==> src/rtl/palette_access_ctrl_pkg.sv <==
// palette_access_ctrl_pkg: access FSM states, palette bank codes and the posted-write entry type
package palette_access_ctrl_pkg;
  typedef enum logic [2:0] {IDLE, SETUP, STROBE, CAPTURE, RELEASE} pal_state_t;
  localparam logic [1:0] BANK_R = 2'd0;
  localparam logic [1:0] BANK_R_ALT = 2'd3;
  localparam logic [1:0] BANK_G = 2'd1;
  localparam logic [1:0] BANK_B = 2'd2;
  typedef struct packed {
    logic [10:0] addr;
    logic [4:0]  data;
  } wr_entry_t;
endpackage

==> src/rtl/palette_access_ctrl_if.sv <==
// palette_access_ctrl_if: CPU request/acknowledge bus into the palette access controller
interface palette_access_ctrl_if;
  logic        CPU_REQ;
  logic        CPU_WR;
  logic [10:0] CPU_ADDR;
  logic [15:0] CPU_DIN;
  logic        CPU_ACK;
  logic [15:0] CPU_DOUT;
  modport master (output CPU_REQ, CPU_WR, CPU_ADDR, CPU_DIN, input CPU_ACK, CPU_DOUT);
  modport slave (input CPU_REQ, CPU_WR, CPU_ADDR, CPU_DIN, output CPU_ACK, CPU_DOUT);
endinterface

==> src/rtl/palette_access_ctrl_pal_wr_fifo.sv <==
// pal_wr_fifo: synchronous write-posting FIFO with occupancy level; pointers wrap at DEPTH
module pal_wr_fifo
  import palette_access_ctrl_pkg::*;
#(
  parameter int DEPTH = 4,
  parameter int LVL_W = 3
) (
  input  logic             CLK_32M,
  input  logic             RESET,
  input  logic             push,
  input  logic             pop,
  input  wr_entry_t        din,
  output wr_entry_t        dout,
  output logic             full,
  output logic             empty,
  output logic [LVL_W-1:0] level
);
  localparam int PTR_W = $clog2(DEPTH);
  wr_entry_t mem [DEPTH];
  logic [PTR_W-1:0] wr_ptr, rd_ptr;
  logic do_push, do_pop;
  assign full    = level == LVL_W'(DEPTH);
  assign empty   = level == '0;
  assign do_push = push & ~full;
  assign do_pop  = pop & ~empty;
  assign dout    = mem[rd_ptr];
  always_ff @(posedge CLK_32M) begin
    if (do_push) mem[wr_ptr] <= din;
  end
  always_ff @(posedge CLK_32M) begin
    if (RESET) begin
      wr_ptr <= '0;
      rd_ptr <= '0;
      level  <= '0;
    end else begin
      if (do_push) wr_ptr <= wr_ptr + 1'b1;
      if (do_pop) rd_ptr <= rd_ptr + 1'b1;
      level <= level + LVL_W'(do_push) - LVL_W'(do_pop);
    end
  end
endmodule

==> src/rtl/palette_access_ctrl.sv <==
// palette_access_ctrl: posts CPU writes and sequences in-order CPU reads into the palette RAM during blanking.
// Define PALETTE_ACCESS_STEAL_EN to add STEAL_OK, letting a nearly full FIFO drain outside blanking.
module palette_access_ctrl
  import palette_access_ctrl_pkg::*;
#(
  parameter int FIFO_DEPTH = 4,
  parameter int LVL_W      = 3
) (
  input  logic                 CLK_32M,
  input  logic                 RESET,
  input  logic                 BLANK,
`ifdef PALETTE_ACCESS_STEAL_EN
  input  logic                 STEAL_OK,
`endif
  palette_access_ctrl_if.slave cpu,
  output logic                 PAL_G,
  output logic                 PAL_MWR,
  output logic                 PAL_MRD,
  output logic [10:0]          PAL_A,
  output logic [15:0]          PAL_DIN,
  input  logic [15:0]          PAL_DOUT,
  input  logic                 PAL_DOUT_VALID,
  output logic [LVL_W-1:0]     FIFO_LEVEL,
  output logic                 BUSY
);
  pal_state_t state;
  wr_entry_t  head, wr_entry;
  logic full, empty, op_rd, rd_latched, cpu_ack, wr_take, rd_take, pop, start_ok, unused_din;
  logic [10:0] rd_addr;
  logic [15:0] cpu_dout;
  // the ACK cycle blocks acceptance so a request still held during ACK is not taken twice
  assign wr_take  = cpu.CPU_REQ & cpu.CPU_WR & ~full & ~rd_latched & ~cpu_ack;
  assign rd_take  = cpu.CPU_REQ & ~cpu.CPU_WR & empty & (state == IDLE) & ~rd_latched & ~cpu_ack;
  assign pop      = (state == STROBE) & ~op_rd;
`ifdef PALETTE_ACCESS_STEAL_EN
  assign start_ok = (BLANK & (~empty | rd_latched)) | (STEAL_OK & (FIFO_LEVEL >= LVL_W'(FIFO_DEPTH - 1)));
`else
  assign start_ok = BLANK & (~empty | rd_latched);
`endif
  assign BUSY         = (state != IDLE) | ~empty;
  assign cpu.CPU_ACK  = cpu_ack;
  assign cpu.CPU_DOUT = cpu_dout;
  assign wr_entry     = {cpu.CPU_ADDR, cpu.CPU_DIN[4:0]};
  assign unused_din   = ^cpu.CPU_DIN[15:5];
  pal_wr_fifo #(.DEPTH(FIFO_DEPTH), .LVL_W(LVL_W)) u_fifo (
    .CLK_32M, .RESET, .push(wr_take), .pop, .din(wr_entry), .dout(head),
    .full, .empty, .level(FIFO_LEVEL)
  );
  always_ff @(posedge CLK_32M) begin
    if (RESET) begin
      state      <= IDLE;
      op_rd      <= 1'b0;
      rd_latched <= 1'b0;
      rd_addr    <= '0;
      cpu_ack    <= 1'b0;
      cpu_dout   <= '0;
      PAL_G      <= 1'b0;
      PAL_MWR    <= 1'b0;
      PAL_MRD    <= 1'b0;
      PAL_A      <= '0;
      PAL_DIN    <= '0;
    end else begin
      cpu_ack <= wr_take;
      if (rd_take) begin
        rd_latched <= 1'b1;
        rd_addr    <= cpu.CPU_ADDR;
      end
      case (state)
        SETUP: begin
          state   <= STROBE;
          PAL_MWR <= ~op_rd;
          PAL_MRD <= op_rd;
        end
        STROBE: begin
          state   <= op_rd ? CAPTURE : RELEASE;
          PAL_G   <= op_rd;
          PAL_MWR <= 1'b0;
          PAL_MRD <= op_rd;
        end
        CAPTURE: begin
          state      <= RELEASE;
          PAL_G      <= 1'b0;
          PAL_MRD    <= 1'b0;
          rd_latched <= 1'b0;
          cpu_ack    <= 1'b1;
          if (PAL_DOUT_VALID) cpu_dout <= PAL_DOUT;
        end
        // IDLE and RELEASE: an empty FIFO with a latched read means the read goes next
        default: if (start_ok) begin
          state   <= SETUP;
          PAL_G   <= 1'b1;
          op_rd   <= empty;
          PAL_A   <= empty ? rd_addr : head.addr;
          PAL_DIN <= empty ? 16'd0 : {11'd0, head.data};
        end else begin
          state <= IDLE;
        end
      endcase
    end
  end
endmodule
==> src/flat_wrapper.sv <==
// flat-port wrapper written by rule: the top's interface ports become plain ports
module palette_access_ctrl_flat import palette_access_ctrl_pkg::*;
#(
  parameter int FIFO_DEPTH = 4,
  parameter int LVL_W      = 3
)
  (CLK_32M, RESET, BLANK, PAL_G, PAL_MWR, PAL_MRD, PAL_A, PAL_DIN, PAL_DOUT, PAL_DOUT_VALID, FIFO_LEVEL, BUSY, cpu_CPU_REQ, cpu_CPU_WR, cpu_CPU_ADDR, cpu_CPU_DIN, cpu_CPU_ACK, cpu_CPU_DOUT);
  palette_access_ctrl_if cpu_i ();
  input  logic CLK_32M;
  input  logic RESET;
  input  logic BLANK;
  output logic PAL_G;
  output logic PAL_MWR;
  output logic PAL_MRD;
  output logic [10:0] PAL_A;
  output logic [15:0] PAL_DIN;
  input  logic [15:0] PAL_DOUT;
  input  logic PAL_DOUT_VALID;
  output logic [LVL_W-1:0] FIFO_LEVEL;
  output logic BUSY;
  input wire logic [$bits(cpu_i.CPU_REQ)-1:0] cpu_CPU_REQ;
  input wire logic [$bits(cpu_i.CPU_WR)-1:0] cpu_CPU_WR;
  input wire logic [$bits(cpu_i.CPU_ADDR)-1:0] cpu_CPU_ADDR;
  input wire logic [$bits(cpu_i.CPU_DIN)-1:0] cpu_CPU_DIN;
  output wire logic [$bits(cpu_i.CPU_ACK)-1:0] cpu_CPU_ACK;
  output wire logic [$bits(cpu_i.CPU_DOUT)-1:0] cpu_CPU_DOUT;
  assign cpu_i.CPU_REQ = cpu_CPU_REQ;
  assign cpu_i.CPU_WR = cpu_CPU_WR;
  assign cpu_i.CPU_ADDR = cpu_CPU_ADDR;
  assign cpu_i.CPU_DIN = cpu_CPU_DIN;
  assign cpu_CPU_ACK = cpu_i.CPU_ACK;
  assign cpu_CPU_DOUT = cpu_i.CPU_DOUT;
  palette_access_ctrl #(.FIFO_DEPTH(FIFO_DEPTH), .LVL_W(LVL_W)) u_core (.CLK_32M(CLK_32M), .RESET(RESET), .BLANK(BLANK), .cpu(cpu_i), .PAL_G(PAL_G), .PAL_MWR(PAL_MWR), .PAL_MRD(PAL_MRD), .PAL_A(PAL_A), .PAL_DIN(PAL_DIN), .PAL_DOUT(PAL_DOUT), .PAL_DOUT_VALID(PAL_DOUT_VALID), .FIFO_LEVEL(FIFO_LEVEL), .BUSY(BUSY));
endmodule
==> config.mk <==
export PLATFORM = sky130hd
export DESIGN_NAME = palette_access_ctrl_flat
export DESIGN_NICKNAME = d
export VERILOG_FILES = /design/src/rtl/palette_access_ctrl_pkg.sv /design/src/rtl/palette_access_ctrl_if.sv /design/src/rtl/palette_access_ctrl_pal_wr_fifo.sv /design/src/rtl/palette_access_ctrl.sv /design/src/flat_wrapper.sv
export SDC_FILE = /design/constraint.sdc
export NUM_CORES = 1
export LEC_CHECK = 0
export CORE_ASPECT_RATIO = 1.25
export CORE_MARGIN = 2
export CORE_UTILIZATION = 41
export DETAILED_ROUTE_END_ITERATION = 8
export PLACE_DENSITY = 0.66
export SETUP_SLACK_MARGIN = 0.02
export SLEW_MARGIN = 20
export SYNTH_ARGS = -nofsm -noshare
export SYNTH_HDL_FRONTEND = slang
export SYNTH_SLANG_ARGS = --single-unit
==> constraint.sdc <==
create_clock -name CLK_32M -period 4.7 [get_ports CLK_32M]
set_input_delay 0.94 -clock CLK_32M [delete_from_list [all_inputs] [get_ports CLK_32M]]
set_output_delay 0.94 -clock CLK_32M [all_outputs]
set_load 0.05 [all_outputs]
[After elaboration in Yosys (flattened, before gate mapping)]
Memories as Yosys holds them, arrays and structs flattened. A register that Yosys moved wholly into a read port is not among the register bits.
Index checks and enable logic that the tools add are counted.
Operators by class
  bitwise operators: 23
  muxes and demuxes: 14
  add/subtract/negate cells: 4
  eq/ne operators: 4
  reduce and logical (&&, ||, !) cells: 12
Operators with widths (number)
  AND 1 bit: 13
  two-way mux 11 bit: 1
  one-hot mux 3 bit (3 select lines): 1
  inverter 1 bit: 8
  equality test 3 x 2 -> 1 bit (second input constant): 2
  logical NOT 3 bit: 2
  AND reduction 2 bit: 3
  nonzero test 3 bit: 2
  two-way mux 1 bit: 5
  two-way mux 5 bit: 1
  adder 2 x 1 -> 2 bit (second input constant): 2
  two-way mux 2 bit: 2
  one-hot mux 1 bit (2 select lines): 2
  nonzero test 2 bit: 2
  OR reduction 2 bit: 2
  adder 3 x 1 -> 3 bit: 1
  equality test 3 x 1 -> 1 bit (second input constant): 1
  equality test 3 bit (second input constant): 1
  two-way mux 3 bit: 1
  one-hot mux 1 bit (3 select lines): 1
  OR reduction 3 bit: 1
  subtractor 3 x 1 -> 3 bit: 1
  bitwise OR 1 bit: 2
Storage, ports and cells
  RAM bits: 64
  input bits: 49
  output and inout port bits: 51
  memories: 1
  register bits after elaboration: 70
  logic and storage cells: 72
Memory list
  u_core.u_fifo.mem: depth 4, bits a word 16, rd ports 1, clocked after Yosys merged registers in 1, wr ports 1, RTL line palette_access_ctrl_pal_wr_fifo.sv:19  | wr_entry_t mem [DEPTH];

[Logic depth before layout (Yosys ltp)]
  depth in word-level cells: 8
  depth in mapped cells: 12
  depth with buffers taken out: 11

[Hierarchy]
From an unflattened synthesis, not the netlist that was laid out.
Second synthesis, totals
  cell total of the unflattened synthesis: 394
  area total of the unflattened synthesis: 5147.4 um^2
Modules (own cells, without submodules)
  pal_wr_fifo: cells each 135, sequential area each 2102.0 um^2, times used 1, area each 2808.9 um^2
  palette_access_ctrl: cells each 259, sequential area each 1041.0 um^2, times used 1, area each 2338.5 um^2

[Least setup slack after synthesis]
No wires, ideal clock.
  kind: input-to-reg
  from: in cpu_CPU_REQ
  to: reg u_core.u_fifo.level[2]
  library setup time: 0.078 ns
  cell stages on the path: 11
  data required time: 4.622 ns
  path slack: 1.625 ns
  data arrival time: 2.998 ns
  buffers on the path: 0
  cells stage by stage: or3b_2 -> nor3_2 -> inv_1 -> ha_1 -> inv_1 -> ha_1 -> inv_1 -> fa_1 -> xor2_1 -> and2_1 -> nor3_1
Between the ends
  longest elaborated chain between the ends: 7
Ends and longest elaborated chain
  from (decl): RTL line flat_wrapper.sv:21  | input wire logic [$bits(cpu_i.CPU_REQ)-1:0] cpu_CPU_REQ;
  AND 1 bit (4 in series): RTL line palette_access_ctrl.sv:32  | assign wr_take = cpu.CPU_REQ & cpu.CPU_WR & ~full & ~rd_latched & ~cpu_ack;
  AND 1 bit: RTL line palette_access_ctrl_pal_wr_fifo.sv:24  | assign do_push = push & ~full;
  adder 3 x 1 -> 3 bit: RTL line palette_access_ctrl_pal_wr_fifo.sv:38  | level <= level + LVL_W'(do_push) - LVL_W'(do_pop);
  subtractor 3 x 1 -> 3 bit: RTL line palette_access_ctrl_pal_wr_fifo.sv:38
  to (signal assigned): RTL line palette_access_ctrl_pal_wr_fifo.sv:38
  to (decl): RTL line palette_access_ctrl_pal_wr_fifo.sv:16  | output logic [LVL_W-1:0] level
No other way between the ends.
A chain may end at the register's enable or synchronous reset.

[Worst setup path in the final report]
Ends and elaborated chain as after synthesis.

==> impl_metrics.csv <==
group,metric,value,unit
layout,fillCellCount,1075,
logic_synthesis,synth_area_leaders,"edfxtp_1, dfxtp_1, mux4_2",
logic_synthesis,yosysUniqueCellTypes,44,
pwr,clockPowerShare,39.2,%
critical_path,r2r_slack,1.91,ns
logic_synthesis,synthSimpleGateAreaFrac,11.75,%
logic_synthesis,synth-compound-area-share,11.78,%
detailed_routing,drtIter0Drc,178,
clocking,cts_sinks,125,
pwr,netSwitchingPower,0.9373,mW
floorplanning,die_h,128.8,um
logic_synthesis,synthTopCellsByCount,"edfxtp_1, dfxtp_1, nand2_1",
logic_synthesis,synth_top_cell_by_area,"edfxtp_1",
logic_synthesis,synth_top_family_by_area,"compound AO/OA/AOI/OAI gates",
logic_synthesis,ys.flop_type,"edfxtp_1",
clocking,post_cts_resized,0,
detailed_routing,wl_met1,4.539,mm
layout,antenna_cells,0,
critical_path,worst-path-max-fanout,5,
pwr,p_per_area,490.8,nW/um^2
critical_path,crit_chain,"clkdlybuf4s50_1, or3b_2, nor3_2, inv_1, ha_1, inv_1, ha_1, inv_1, fa_1, xor2_1, and2_1, nor3_1",
layout,final_core_util,53.52,%
timing,hold_violations,0,
hold_path,hold_start,"u_core.cpu.CPU_DOUT[11]",
placed_design,dpl-instance-area,5939,um^2
clocking,numCtsBuffers,17,
logic_synthesis,yosysSeqAreaShare,61.51,%
placed_design,hpwlAfterDp,7.079,mm
timing,slew-limit-headroom,31.38,%
logic_synthesis,synthXorXnorAreaFrac,0.3428,%
placed_design,place.gp.congestion,0.7650,
timing,fmax,297.1,MHz
grt,antenna_found_initial,0,
grt,grt_pass1_vias,3661,
placed_design,place_ws,0.9844,ns
detailed_routing,drtAntennaViolNets,0,
timing,fin_crit_sh,71.61,%
critical_path,cp.required,5.02,ns
clocking,cts_tree,"yes",
floorplanning,rows,45,
floorplanning,start_util,42.02,%
critical_path,crit_arrival,3.68,ns
detailed_routing,highest_layer,"met4",
timing,whs,0.4501,ns
clocking,clock_latency,0.40,ns
floorplanning,ios,100,
critical_path,crit_type,"in2reg",
pwr,p_leak,2.143,nW
timing,timing.final.ws_setup,1.334,ns
critical_path,cp-end-kind,"register",
layout,final_cell_area,6509,um^2
timing,fin_skew,0.007337,ns
detailed_routing,viasPerCell,5.284,
logic_synthesis,syn-cell-area,5110,um^2
hold_path,worst_hold_path_type,"reg2reg",
pwr,p_seq_share,40.2,%
timing,rsz0062_at_grt,"false",
pwr,p_int,2.257,mW
clocking,postCtsSetupRepairBufs,0,
clocking,postCtsHoldBufs,0,
layout,multi_input_area,1739,um^2
floorplanning,core,12160,um^2
logic_synthesis,synthMuxAreaShare,7.272,%
logic_synthesis,synth_top_area_share,37.61,%
layout,final-seq-area,3143,um^2
layout,areaGrowthSynthToFinish,27.38,%
critical_path,startpoint_type,"primary input",
detailed_routing,drc,0,
clocking,clockBufferDepth,2,
detailed_routing,dr_wl_met2,6.113,mm
timing,tns,0,ns
critical_path,crit_top_cell,"inv_1",
grt,grt_max_degree,61,
grt,grt_use_total,18.05,%
logic_synthesis,ys_warn_count,0,
pwr,power,3.195,mW
grt,overflow,0,
critical_path,cp_slowest_cell,"clkdlybuf4s50_1",
critical_path,r2r_start,"u_core.rd_latched",
detailed_routing,first_pass_iters,4,
timing,slew_viol_final,0,
logic_synthesis,synthCells,414,
logic_synthesis,syn_area_per_cell,12.34,um^2
flow_run,drv_cap,0,
clocking,clkTransAtPathRegs,0.05,ns
critical_path,cp_num_buf_inv,4,
logic_synthesis,synth.most_common_cell,"edfxtp_1",
layout,drive_gt1_share,11.31,%
pwr,ir_drop,275.6,uV
detailed_routing,wl_met3,639,um
layout,final_cells,659,
clocking,root_buffer,"clkbuf_16",
timing,finalCriticalPeriod,3.366,ns
timing,tightest_slew,1.029,ns
critical_path,r2r_cells,11,
critical_path,crit_family,"simple AND/OR/NAND/NOR gates",
critical_path,slowest_delay,0.50,ns
status,outcome,"complete, no violations",
logic_synthesis,synth_edf_count,64,
grt,grt_pass1_wl,18.56,mm
layout,nets,538,
hold_path,hold-path-cell-count,2,
floorplanning,die_area,13380,um^2
pwr,switching_share,29.34,%
detailed_routing,vias,3482,
floorplanning,die_w,103.9,um
logic_synthesis,synth-seq-cells,125,
pwr,p_comb_share,20.6,%
critical_path,worstReg2RegEnd,"u_core.u_fifo.level[2]",
placed_design,io_buffers,77,
logic_synthesis,synthAdderAreaFrac,1.861,%
detailed_routing,wl,11.48,mm
clocking,cts_max_level,4,
timing,finalSetupViolations,0,
logic_synthesis,async_reset_ff_share,0,%
detailed_routing,wl_per_cell,17.42,um
hold_path,min_to,"u_core.cpu.CPU_DOUT[11]",
placed_design,dpl.cell_count,627,
power groups by stage:
stage / Sequential [mW] / Combinational (mW) / Clock (mW)
finish: 1.28 / 0.657 / 1.25
global route: 1.29 / 0.707 / 1.33
CTS: 1.28 / 0.657 / 1.27
detailed placement: 1.30 / 0.652 / 0
global placement: 1.30 / 0.643 / 0
floorplan: 1.41 / 0.335 / 0
cell type report:
| cell class | instances | share of cell area, % |
|---|---|---|
| timing repair buffer | 83 | 12.50 |
| multi-input combinational | 244 | 26.72 |
| inverter | 11 | 0.6344 |
| clock inverter | 11 | 1.942 |
| sequential | 125 | 48.29 |
| clock buffer | 21 | 6.767 |
| tap | 164 | 3.153 |
cells by family (layout without fill, tap and decap cells):
family                     Yosys count  in the layout
AOI/OAI and AO/OA                   93             93
xor gates and xnor gates             2              2
adders and majority gates            7              7
buffers and inverters               55            126
DFF                                125            125
muxes                               17             17
other                                1             11
and+or+nand+nor                    114            114
worst register-to-register path: stages (launching register included):
cell	delay, ns
dfxtp_1	0.41
or3b_2	0.56
nor3_2	0.26
inv_1	0.09
ha_1	0.29
inv_1	0.07
ha_1	0.15
inv_1	0.06
fa_1	0.37
xor2_1	0.16
and2_1	0.17
nor3_1	0.13
routing by layer:
layer | vias to the layer above | GRT usage (%)
li1 | 1672 | -
met1 | 1672 | 20.06
met2 | 124 | 32.70
met3 | 14 | 5.015
met4 | 0 | 7.552
met5 | - | 0
how the worst max path moves through the flow:
stage                                   to   startpoint  depth (start not counted)  slack, ns
global placement    u_core.u_fifo.level[2]  cpu_CPU_REQ                         12       1.04
detailed placement  u_core.u_fifo.level[2]  cpu_CPU_REQ                         12       0.98
global route        u_core.u_fifo.level[2]  cpu_CPU_REQ                         12       1.17
floorplan           u_core.u_fifo.level[2]  cpu_CPU_REQ                         11       1.62
CTS                 u_core.u_fifo.level[2]  cpu_CPU_REQ                         12       1.33
finish              u_core.u_fifo.level[2]  cpu_CPU_REQ                         12       1.33
cells in the final DEF, fill, tap and decap left out, types with 4 or more instances in the layout:
| cell type | count |
|---|---|
| o31ai_1 | 20 |
| ha_1 | 6 |
| nand4_1 | 19 |
| mux4_2 | 16 |
| a21oi_1 | 40 |
| nor3_1 | 4 |
| a311oi_1 | 11 |
| clkinv_1 | 5 |
| clkdlybuf4s50_1 | 76 |
| clkbuf_16 | 17 |
| dfxtp_1 | 61 |
| inv_1 | 11 |
| clkbuf_1 | 4 |
| a31oi_1 | 13 |
| conb_1 | 11 |
| edfxtp_1 | 64 |
| and2_1 | 5 |
| buf_4 | 7 |
| nand2_1 | 58 |
| nor2_1 | 5 |
sequential cells by signal, indices dropped and copies added, names as in the netlist, named ones only:
name and cells:
u_core.PAL_DIN 5, u_core.op_rd 1, u_core.u_fifo.rd_ptr 2, u_core.PAL_MRD 1, u_core.PAL_G 1, u_core.u_fifo.wr_ptr 2, u_core.PAL_MWR 1, u_core.state 3
u_core.u_fifo.level 3, u_core.cpu.CPU_DOUT 16, u_core.cpu.CPU_ACK 1, u_core.PAL_A 11, u_core.rd_latched 1, u_core.u_fifo.mem 64, u_core.rd_addr 11
(Power assumes the default switching activity.)
==> variant (same flow settings) <==
`FIFO_DEPTH` is set to 4 in 2 places; all go to 8.
--- a/src/rtl/palette_access_ctrl.sv
+++ b/src/rtl/palette_access_ctrl.sv
@@ -4,5 +4,5 @@
   import palette_access_ctrl_pkg::*;
 #(
-  parameter int FIFO_DEPTH = 4,
+  parameter int FIFO_DEPTH = 8,
   parameter int LVL_W      = 3
 ) (
--- a/src/flat_wrapper.sv
+++ b/src/flat_wrapper.sv
@@ -2,5 +2,5 @@
 module palette_access_ctrl_flat import palette_access_ctrl_pkg::*;
 #(
-  parameter int FIFO_DEPTH = 4,
+  parameter int FIFO_DEPTH = 8,
   parameter int LVL_W      = 3
 )
Check against the original RTL: not equivalent (a bounded check fails within 4 cycles, from zero or initial values and one cycle with RESET high).
==> variant against the unedited design <==
  * Synthesized cell count up 21%
  * Power rose by 6.5%
  * Synthesized area increased by 47%
  * Clock power up 18%
  * Routed wire length increased by 39%
  * Worst setup slack gained 0.15 ns
  * Final cell count up 24%
  * Sequential cell count grew 67
  * Non-clock buffer count up 7
  * Cell area up 41%
  * Clock skew up 0.0016 ns
  * Highest routed layer unchanged
==> variant: results (changes against the unedited design) <==
[layout]
drive_gt1_share_pct = 15.2  ; +3.9 points
seq_area_um2 = 5130  ; +63%
num-fill-cells = 1494  ; +39%
largest_reg_flops = 128  ; +100%
fin_nets = 633  ; +18%

[place]
dp_hpwl_um = 9930  ; +40%
dp_slack_ns = 1.24  ; +0.256 ns
placed_area_um2 = 8530  ; +44%
placed_cells = 788  ; +26%
gp_congestion = 0.747  ; -2.3%

[outcome]
status = complete, no violations

[clock_network]
h-tree-depth = 4  ; unchanged
clk_latency_ns = 0.42  ; +0.02 ns
clkTransAtPathRegs_ns = 0.07  ; +0.02 ns

[routing]
firstDrtPassIters = 5  ; +1
route.detailed.wl_per_inst_um = 19.5  ; +12%
routed_via_density = 5.45  ; +3.1%
num_vias = 4466  ; +28%
drt_iter0_drc = 442  ; +150%

[sta]
clock_skew_ns = 0.00889  ; +0.00155 ns
slew_headroom_pct = 37.5  ; +6.1 points

[grt]
grt.total_usage_pct = 17.1  ; -0.91 points
grt_max_degree = 49  ; -20%
grt_first_pass_wirelength_um = 25200  ; +36%
grt_pass1_vias = 4579  ; +25%

[yosys]
synthTopCellsByCount = edfxtp_1 (128), dfxtp_1 (64), nand2_1 (37)
syn_area_per_cell_um2 = 14.9  ; +21%
ys_seq_area_share_pct = 68.2  ; +6.7 points
synth-xor-area-share_pct = 0.233  ; -0.11 points
synth-edff-count = 128  ; +100%
synth.area.mux_share_pct = 12.0  ; +4.7 points
synth_compound_area_share_pct = 6.67  ; -5.1 points
ys_types = 45  ; +2.3%
synthTopCellsByArea = edfxtp_1 (51%), dfxtp_1 (17%), mux4_2 (9.6%)

[pwr]
p_int_mw = 2.70  ; +19%
irDropWorstVdd_uv = 240  ; -13%
leakagePower_nw = 2.87  ; +34%

[critical_path]
max_stage_delay_ns = 0.82  ; +0.32 ns
cp_top_family = buffers and inverters
crit_fanout = 14  ; +9

[variant: cell types whose count changed in the layout (fill, tap and decap cells not counted), sizes merged, moves of 12 or more]
cell	before	now
inv	11	26
a31oi	13	1
edfxtp	64	128
mux2i	0	17
nand2	58	37
mux4	16	32
[variant: layout make-up]
cell class | count | share of cell area (%)
multi-input cells | 257 | 23.8
well taps | 228 | 3.12
flip-flops and latches | 192 | 56.1
inverters | 21 | 0.862
clock buffers | 18 | 4.69
repair buffers | 90 | 9.49
clock inverters | 14 | 1.94
[variant: tightest hold or removal path, cell delays in order, from the launching register on]
cell,delay [ns]
dfxtp_1,0.31
nand2_1,0.05
a21oi_1,0.05
[variant: final timing paths]
path / start / end / slack, ns / depth (start not counted)
worst max-delay path: u_core.state[0] / BUSY / 1.48 / 4
worst min-delay path: u_core.cpu.CPU_DOUT[4] / u_core.cpu.CPU_DOUT[4] / 0.45 / 2
worst max register to register: u_core.u_fifo.level[1] / u_core.u_fifo.level[2] / 1.80 / 10
worst min register to register: u_core.cpu.CPU_DOUT[4] / u_core.cpu.CPU_DOUT[4] / 0.45 / 2
[variant: power by group through the flow]
| stage | logic, mW | clock network, mW | registers, mW |
|---|---|---|---|
| after floorplan | 0.0655 | 0 | 1.85 |
| after global placement | 0.121 | 0 | 1.85 |
| after detailed placement | 0.125 | 0 | 1.85 |
| after CTS | 0.126 | 1.50 | 1.81 |
| after global routing | 0.136 | 1.57 | 1.81 |
| final | 0.126 | 1.47 | 1.81 |
[variant: per-layer routing]
layer | global-route usage, % | wire length, µm | part of all wire, %
met3 | 5.30 | 1120 | 7.0
met5 | 0 | 0 | 0
met1 | 20.7 | 6460 | 40
met4 | 6.08 | 212 | 1.3
met2 | 29.1 | 8190 | 51
